--- config.mk ---
export PLATFORM = sky130hd
export DESIGN_NAME = mdu_hilo
export DESIGN_NICKNAME = d
export VERILOG_FILES = /design/src/rtl/mdu_hilo.sv
export SDC_FILE = /design/constraint.sdc
export NUM_CORES = 1
export LEC_CHECK = 0
export ABC_CLOCK_PERIOD_IN_PS = 3250
export CAP_MARGIN = 20
export CORE_MARGIN = 5
export CORE_UTILIZATION = 35
export DETAILED_ROUTE_END_ITERATION = 7
export HOLD_SLACK_MARGIN = 0.15
export PLACE_DENSITY_LB_ADDON = 0.12
export SYNTH_ARGS = -nofsm -noshare
export SYNTH_HDL_FRONTEND = slang
export SYNTH_SLANG_ARGS = --single-unit
--- constraint.sdc ---
create_clock -name clk -period 3.25 [get_ports clk]
set_input_delay 0.325 -clock clk [delete_from_list [all_inputs] [get_ports clk]]
set_output_delay 0.325 -clock clk [all_outputs]
set_load 0.03 [all_outputs]
--- src/rtl/mdu_hilo.sv ---
// Iterative multiply/divide unit owning the architectural HI/LO registers.
// One radix-2 step per cycle on magnitudes, sign fix-up in a final cycle.
module mdu_hilo #(
  parameter int WIDTH = 32
) (
  input  logic             clk,
  input  logic             rst,
  input  logic             start,
  input  logic [1:0]       op,
  input  logic [WIDTH-1:0] a,
  input  logic [WIDTH-1:0] b,
  input  logic             hi_we,
  input  logic             lo_we,
  input  logic [WIDTH-1:0] wdata,
  output logic             busy,
  output logic             done,
  output logic [WIDTH-1:0] hi,
  output logic [WIDTH-1:0] lo
);
  // state | meaning
  // IDLE  | waiting for start, MTHI/MTLO allowed
  // CALC  | one shift-add / shift-subtract step per cycle
  // FIX   | sign correction, HI/LO written
  // DONE  | result valid, one-cycle done pulse, accepts next start
  typedef enum logic [1:0] {IDLE, CALC, FIX, DONE} state_t;

  localparam int CW = $clog2(WIDTH);
  localparam logic [CW-1:0] LAST = CW'(WIDTH - 1);

  state_t state, nextState;
  logic [CW-1:0]      cnt;
  logic [2*WIDTH-1:0] acc;
  logic [WIDTH-1:0]   opnd;
  logic [WIDTH-1:0]   aHold;
  logic               isDiv, negRes, negRem, divZero;

  logic               accepting, isSigned;
  logic [WIDTH-1:0]   aMag, bMag;
  logic [WIDTH:0]     mulSum;
  logic [2*WIDTH-1:0] mulNext, divNext, prodFix;
  logic [WIDTH:0]     divShift;
  logic [WIDTH+1:0]   divDiff;
  logic [WIDTH-1:0]   quo, rem;

  assign accepting = (state == IDLE) || (state == DONE);
  assign isSigned  = ~op[0];
  assign aMag      = (isSigned && a[WIDTH-1]) ? -a : a;
  assign bMag      = (isSigned && b[WIDTH-1]) ? -b : b;

  // Multiply: upper half accumulates, multiplier shifts out of the low end.
  assign mulSum  = {1'b0, acc[2*WIDTH-1:WIDTH]} + (acc[0] ? {1'b0, opnd} : '0);
  assign mulNext = {mulSum, acc[WIDTH-1:1]};

  // Divide: upper half is the partial remainder, lower half the dividend/quotient.
  assign divShift = {acc[2*WIDTH-1:WIDTH], acc[WIDTH-1]};
  assign divDiff  = {1'b0, divShift} - {2'b00, opnd};
  assign divNext  = divDiff[WIDTH+1] ? {divShift[WIDTH-1:0], acc[WIDTH-2:0], 1'b0}
                                     : {divDiff[WIDTH-1:0], acc[WIDTH-2:0], 1'b1};

  assign prodFix = negRes ? -acc : acc;
  assign quo     = acc[WIDTH-1:0];
  assign rem     = acc[2*WIDTH-1:WIDTH];

  always_ff @(posedge clk) begin
    if (rst) state <= IDLE;
    else     state <= nextState;
  end

  always_comb begin
    nextState = state;
    case (state)
      IDLE:    if (start) nextState = CALC;
      CALC:    if (cnt == LAST) nextState = FIX;
      FIX:     nextState = DONE;
      DONE:    nextState = start ? CALC : IDLE;
      default: nextState = IDLE;
    endcase
  end

  always_comb begin
    busy = 1'b0;
    done = 1'b0;
    case (state)
      CALC, FIX: busy = 1'b1;
      DONE:      done = 1'b1;
      default:   ;
    endcase
  end

  always_ff @(posedge clk) begin
    if (rst) begin
      cnt     <= '0;
      acc     <= '0;
      opnd    <= '0;
      aHold   <= '0;
      isDiv   <= 1'b0;
      negRes  <= 1'b0;
      negRem  <= 1'b0;
      divZero <= 1'b0;
      hi      <= '0;
      lo      <= '0;
    end else if (accepting && start) begin
      cnt     <= '0;
      isDiv   <= op[1];
      negRes  <= isSigned && (a[WIDTH-1] ^ b[WIDTH-1]);
      negRem  <= isSigned && a[WIDTH-1];
      divZero <= op[1] && (b == '0);
      aHold   <= a;
      if (op[1]) begin
        acc  <= {{WIDTH{1'b0}}, aMag};
        opnd <= bMag;
      end else begin
        acc  <= {{WIDTH{1'b0}}, bMag};
        opnd <= aMag;
      end
    end else if (accepting) begin
      if (hi_we) hi <= wdata;
      if (lo_we) lo <= wdata;
    end else if (state == CALC) begin
      cnt <= cnt + 1'b1;
      acc <= isDiv ? divNext : mulNext;
    end else if (state == FIX) begin
      if (!isDiv) begin
        {hi, lo} <= prodFix;
      end else if (divZero) begin
        hi <= aHold;
        lo <= '1;
      end else begin
        lo <= negRes ? -quo : quo;
        hi <= negRem ? -rem : rem;
      end
    end
  end

endmodule
# Word-level counts from Yosys, hierarchy flattened
# Index checks and enable logic that the tools add are counted.
dict set report classes {
  n_reduce_logical 17
  n_bitwise 4
  addsub 8
  muxes 31
  eq_ne 10
}
# cell count
set ops {}
lappend ops {{2-to-1 mux 32 bit} 19}
lappend ops {{2-to-1 mux 64 bit} 6}
lappend ops {{negator 32 bit} 4}
lappend ops {{negator 64 bit} 1}
lappend ops {{subtractor 33 x 32 -> 34 bit} 1}
lappend ops {{adder 32 x 32 -> 33 bit} 1}
lappend ops {{logical NOT 32 bit} 1}
lappend ops {{!= test 2 bit, second input constant} 5}
lappend ops {{one-hot mux 2 bit (4 select lines)} 1}
lappend ops {{AND reduction 4 bit} 2}
lappend ops {{AND reduction 2 bit} 3}
lappend ops {{adder 5 x 1 -> 5 bit, second input constant} 1}
lappend ops {{== test 5 bit, second input constant} 1}
lappend ops {{logical AND 1 bit} 5}
lappend ops {{== test 2 bit, second input constant} 2}
lappend ops {{2-to-1 mux 2 bit} 2}
lappend ops {{nonzero test 2 bit} 2}
lappend ops {{OR reduction 2 bit} 2}
lappend ops {{2-to-1 mux 1 bit} 3}
lappend ops {{NOT 1 bit} 3}
lappend ops {{== test 2 x 1 -> 1 bit, second input constant} 1}
lappend ops {{logical NOT 2 bit} 1}
lappend ops {{!= test 2 x 1 -> 1 bit, second input constant} 1}
lappend ops {{logical OR 1 bit} 1}
lappend ops {{XOR 1 bit} 1}
dict set report word_totals {
  in_bits 103
  out_inout_bits 66
  ff_bits 203
  wordCells 81
}

# Logic depth before layout (Yosys ltp)
# Gate-level depths: netlist of run 1.
dict set report depth {
  ltp_word 7
  ltp_mapped 15
}

# Worst setup path after synthesis of run 1
# OpenSTA, ideal clock, no wires.
dict set report synth_path {
  kind {reg2reg}
  startpoint {register acc[0]}
  endpoint {register acc[63]}
  n_path_buf 2
  setup_ns 0.133
  stages_incl_launch_ff 14
  synth_period_minus_slack_ns 3.553
  setup_slack_ns -0.303
  t_arrival_ns 3.420
  path_cell_list {dfxtp_1 -> clkbuf_1 -> inv_1 -> clkbuf_1 -> nor2_1 -> ha_1 -> a21o_1 -> a211o_1 -> o211a_1 -> a2111oi_0 -> o31ai_1 -> o22a_1 -> a2111oi_0 -> o41ai_1}
}
dict set report synth_between {
  elab_chain_cells 6
}
# item line
set synth_lines {}
lappend synth_lines {{start, declared} 32} ;# logic [2*WIDTH-1:0] acc;
lappend synth_lines {{start signal, assigned} 110} ;# acc <= {{WIDTH{1'b0}}, aMag};
lappend synth_lines {{start signal, assigned} 113} ;# acc <= {{WIDTH{1'b0}}, bMag};
lappend synth_lines {{start signal, assigned} 121} ;# acc <= isDiv ? divNext : mulNext;
lappend synth_lines {{2-to-1 mux 32 bit} 51} ;# assign mulSum = {1'b0, acc[2*WIDTH-1:WIDTH]} + (acc[0] ? {1'b0, opnd} : '0);
lappend synth_lines {{adder 32 x 32 -> 33 bit} 51}
lappend synth_lines {{2-to-1 mux 64 bit} 121}
lappend synth_lines {{2-to-1 mux 64 bit} 119} ;# end else if (state == CALC) begin
lappend synth_lines {{2-to-1 mux 64 bit} 116} ;# end else if (accepting) begin
lappend synth_lines {{2-to-1 mux 64 bit} 102} ;# end else if (accepting && start) begin
# No other way between the ends. The select of a mux whose other input is x is not followed.
# A chain may end at the register's enable or synchronous reset.

# Final worst setup path of run 1
dict set report layout_path {
  startpoint {register acc[25]}
  endpoint {register hi[27]}
}
dict set report layout_between {
  elab_chain_cells 6
}
# item line
set layout_lines {}
lappend layout_lines {{negator 64 bit} 60} ;# assign prodFix = negRes ? -acc : acc;
lappend layout_lines {{2-to-1 mux 64 bit} 60}
lappend layout_lines {{2-to-1 mux 32 bit} 123} ;# if (!isDiv) begin
lappend layout_lines {{2-to-1 mux 32 bit} 122} ;# end else if (state == FIX) begin
lappend layout_lines {{2-to-1 mux 32 bit} 119}
lappend layout_lines {{2-to-1 mux 32 bit} 116}
lappend layout_lines {{end signal, assigned} 117} ;# if (hi_we) hi <= wdata;
lappend layout_lines {{end signal, assigned} 124} ;# {hi, lo} <= prodFix;
lappend layout_lines {{end signal, assigned} 126} ;# hi <= aHold;
lappend layout_lines {{end, declared} 17} ;# output logic [WIDTH-1:0] hi,
# No other way between the ends. The select of a mux whose other input is x is not followed.

==> summary.txt, run 1 <==
Floorplanning
  • Die area: 0.0522 sq mm
  • Die Span Y: 228 um
  • Core footprint: 0.0474 sq mm
  • Die width: 228 um
  • Initial Util: 35.2%
  • Cell Rows: 80
  • IO Count: 169

STA
  • Slew Viols, Final: 0
  • Final worst path period need: 3.14 ns
  • Setup Viol. Count Final: 0
  • Least-Margin Pin Slew: 0.927 ns
  • Max-slew headroom at the worst pin: 38.2%
  • Final setup skew: 0.0366 ns
  • Period utilisation layout: 96.7%
  • Final Hold Fails: 0
  • Setup TNS: 0 ns
  • FMAX: 318 MHz

Clocking
  • Setup Fix Bufs, Post-CTS: 0
  • H-tree depth: 1
  • CTS Sinks: 203
  • CTS Root Cell: clkbuf_16
  • Clk Latency, worst-skew pair: 0.59 ns
  • Total clock buffers created by CTS: 26
  • CTS tree: built
  • Longest Clk Path Bufs: 3
  • Clock-pin slew on the worst setup and hold paths: 0.06 ns

Pwr
  • Leak: 8.44 nW
  • Power Dens Cells: 796 mW/mm^2
  • Switch share: 48.3%
  • Reg power frac: 21.5%
  • Part of the power in combinational logic: 61.3%
  • Clock power frac: 17.2%
  • Total power: 0.0172 W
  • Sw Pwr: 0.00831 W
  • Maximum vdd ir drop: 0.445 mV
  • Pint: 0.00890 W

Synth
  • Post-synthesis mux area share: 4.31%
  • Post-Synth XOR/XNOR Area: 8.60%
  • Compound-Gate Fraction of Synth Area: 30.3%
  • Cell count after synthesis: 2310
  • Avg Inst Size Synth: 7.23 sq um
  • Synthesis warning total: 0
  • Post-Synth Simple-Gate Area: 20.9%
  • Adder and majority gate portion of the synthesized area: 5.86%
  • Fraction of registers with async set/reset: 0%
  • Largest family of logic cells by synthesized area: compound AO/OA/AOI/OAI gates
  • Synth Net Count: 2490
  • Post-synthesis cell area: 0.0167 sq mm
  • Post-synth EDFFs: 0
  • Yosys reg bits: 203
  • Cell taking the most area after synthesis: dfxtp_1
  • Register area share after synthesis: 24.3%
  • Synth top area share: 24.3%
  • Most common flop cell mapped by yosys: dfxtp_1
  • Post-synthesis cell type count: 79
  • Synth top area cells: dfxtp_1, a21oi_1, nand2_1

Global routing
  • Vias in the first global route: 18.0k
  • Overall Global Routing Usage: 28.2%
  • Gr ovfl total: 0
  • Initial antenna violation count: 2
  • Largest net degree at the start of global routing: 70
  • First-pass GRT wire length: 115000 um

Worst setup path
  • Crit path kind: reg2reg
  • Crit. End Element: flip-flop
  • Worst EP required: 3.65 ns
  • Type of origin of the critical path: flip-flop
  • Crit path arrival time: 3.54 ns
  • Crit Path Max Fanout: 6

Drt
  • Via density: 5.91
  • Drt pass-1 iters: 5
  • Wirelength per Cell: 24.2 um
  • Routed Wire Length: 77900 um
  • DRT met1 WL: 34500 um
  • Routed met3 length: 6120 um
  • Uppermost layer routed: met5
  • Via count: 19.1k
  • DR DRC count: 0
  • Routed met2 length: 35400 um
  • Drt initial violations: 2008
  • Post-route ant nets: 0

Place
  • Placer congestion estimate: 0.960
  • PortBufs: 168
  • HPWL after DPL: 62000 um

Cells and area
  • Area of the multi-input gates: 0.0120 sq mm
  • Proportion of layout cells with a drive suffix above 1: 14.9%
  • Final-stage net count: 2772
  • Most common cell after layout, fill and taps aside: nand2_1
  • Synthesis-to-layout area growth: 29.4%
  • Commonest non-fill, non-tap cells in the layout: nand2_1, buf_4, a21oi_1
  • # diodes: 0
  • Post-layout util: 45.6%
  • Number of fill cells: 4919
  • Reg area: 0.00407 sq mm

Hold path
  • Hold crit path type: in2reg

Run status
  • Status: finished clean

Job
  • Maxcap violations: 0
power by group through the flow:
stage	clock network (W)	registers (W)	logic (W)
6_report	0.00296	0.00371	0.0105
5_1_grt	0.00311	0.00377	0.0113
4_1_cts	0.00301	0.00368	0.0103
3_5_place_dp	0	0.00373	0.0102
3_3_place_gp	0	0.00372	0.0102
2_1_floorplan	0	0.00394	0.00584
metal layers:
metal / vias to the layer above / global-route usage, %
li1: 8983 / -
met4: 4 / 6.31
met5: - / 0
met1: 9191 / 39.0
met3: 108 / 5.28
met2: 778 / 45.8
state kept, by name, indices dropped and copies added, names as in the netlist:
signal,count
acc,64
aHold,32
isDiv,1
hi,32
opnd,32
divZero,1
lo,32
cnt,5
negRes,1
state,2
negRem,1
area by class of cell:
type | instances | area share [%]
multi-input combinational | 1858 | 55.3
sequential | 203 | 18.8
timing repair buffer | 430 | 17.0
tap | 615 | 3.56
clock buffer | 35 | 3.40
inverter | 73 | 1.27
clock inverter | 12 | 0.602
worst max-delay path: stages, from the launching register on:
cell and delay, ns:
dfxtp_1 0.31, or4_4 0.53, or4_4 0.47, or3_1 0.41, buf_4 0.20, buf_4 0.17, o31ai_2 0.25, a22oi_1 0.13
o22a_1 0.21, a31oi_1 0.17, a211oi_1 0.09
cells in the mapped netlist, types with 12 or more instances:
master	count
a211oi_1	28
a21o_1	29
a21oi_1	265
a22oi_1	12
a31oi_1	28
and2_1	14
and3_1	17
clkbuf_1	158
dfxtp_1	203
ha_1	75
inv_1	69
mux2i_1	64
nand2_1	312
nand2b_1	32
nand3_1	34
nand4_1	13
nor2_1	195
nor3_1	51
nor3b_1	12
nor4_1	19
o211ai_1	83
o21ai_0	121
o221ai_1	43
o22ai_1	24
o31ai_1	27
o41ai_1	16
or3_1	17
xnor2_1	109
xor2_1	55
worst paths after layout:
path / startpoint / endpoint / slack, ns / cells after the start
worst min-delay path: op[1] / opnd[16]$_SDFFE_PP0P_ / 0.40 / 4
worst max-delay path: acc[25]$_SDFFE_PP0P_ / hi[27]$_SDFFE_PP0P_ / 0.11 / 10
worst min register to register: lo[12]$_SDFFE_PP0P_ / lo[12]$_SDFFE_PP0P_ / 0.45 / 2
worst max register to register: acc[25]$_SDFFE_PP0P_ / hi[27]$_SDFFE_PP0P_ / 0.11 / 10
kinds of logic after synthesis:
logic type,count (synthesis)
buffers and inverters,249
AOI/OAI and AO/OA,783
DFF,203
adders and majority gates,77
and+or+nand+nor,763
xor gates and xnor gates,164
muxes,71
per-stage QoR:
stage	hold WS, ns	worst slack (ns)	cell area (sq um)	cells
floorplan	0.431	0.0388	16700	2310
global placement	0.443	-0.200	20500	3178
detailed placement	0.443	-0.246	20500	3178
CTS	0.372	0.00384	21400	3226
global route	0.442	-0.000998	21600	3226
finish	0.397	0.107	21600	3226
timing repair:
item,CTS,global route
hold buffers,1,0
hold endpoints to repair,1,0
pin swaps,2,17
endpoints found under the setup margin,12,36
resized for setup,10,48
No activity file was read; power rests on OpenSTA's default activity.
==> run 2: changes to the inputs <==
HOLD_SLACK_MARGIN = 0.12   (was 0.15)
==> results of run 2 <==
Final layout, timing and power as in run 1 (identical DEF).
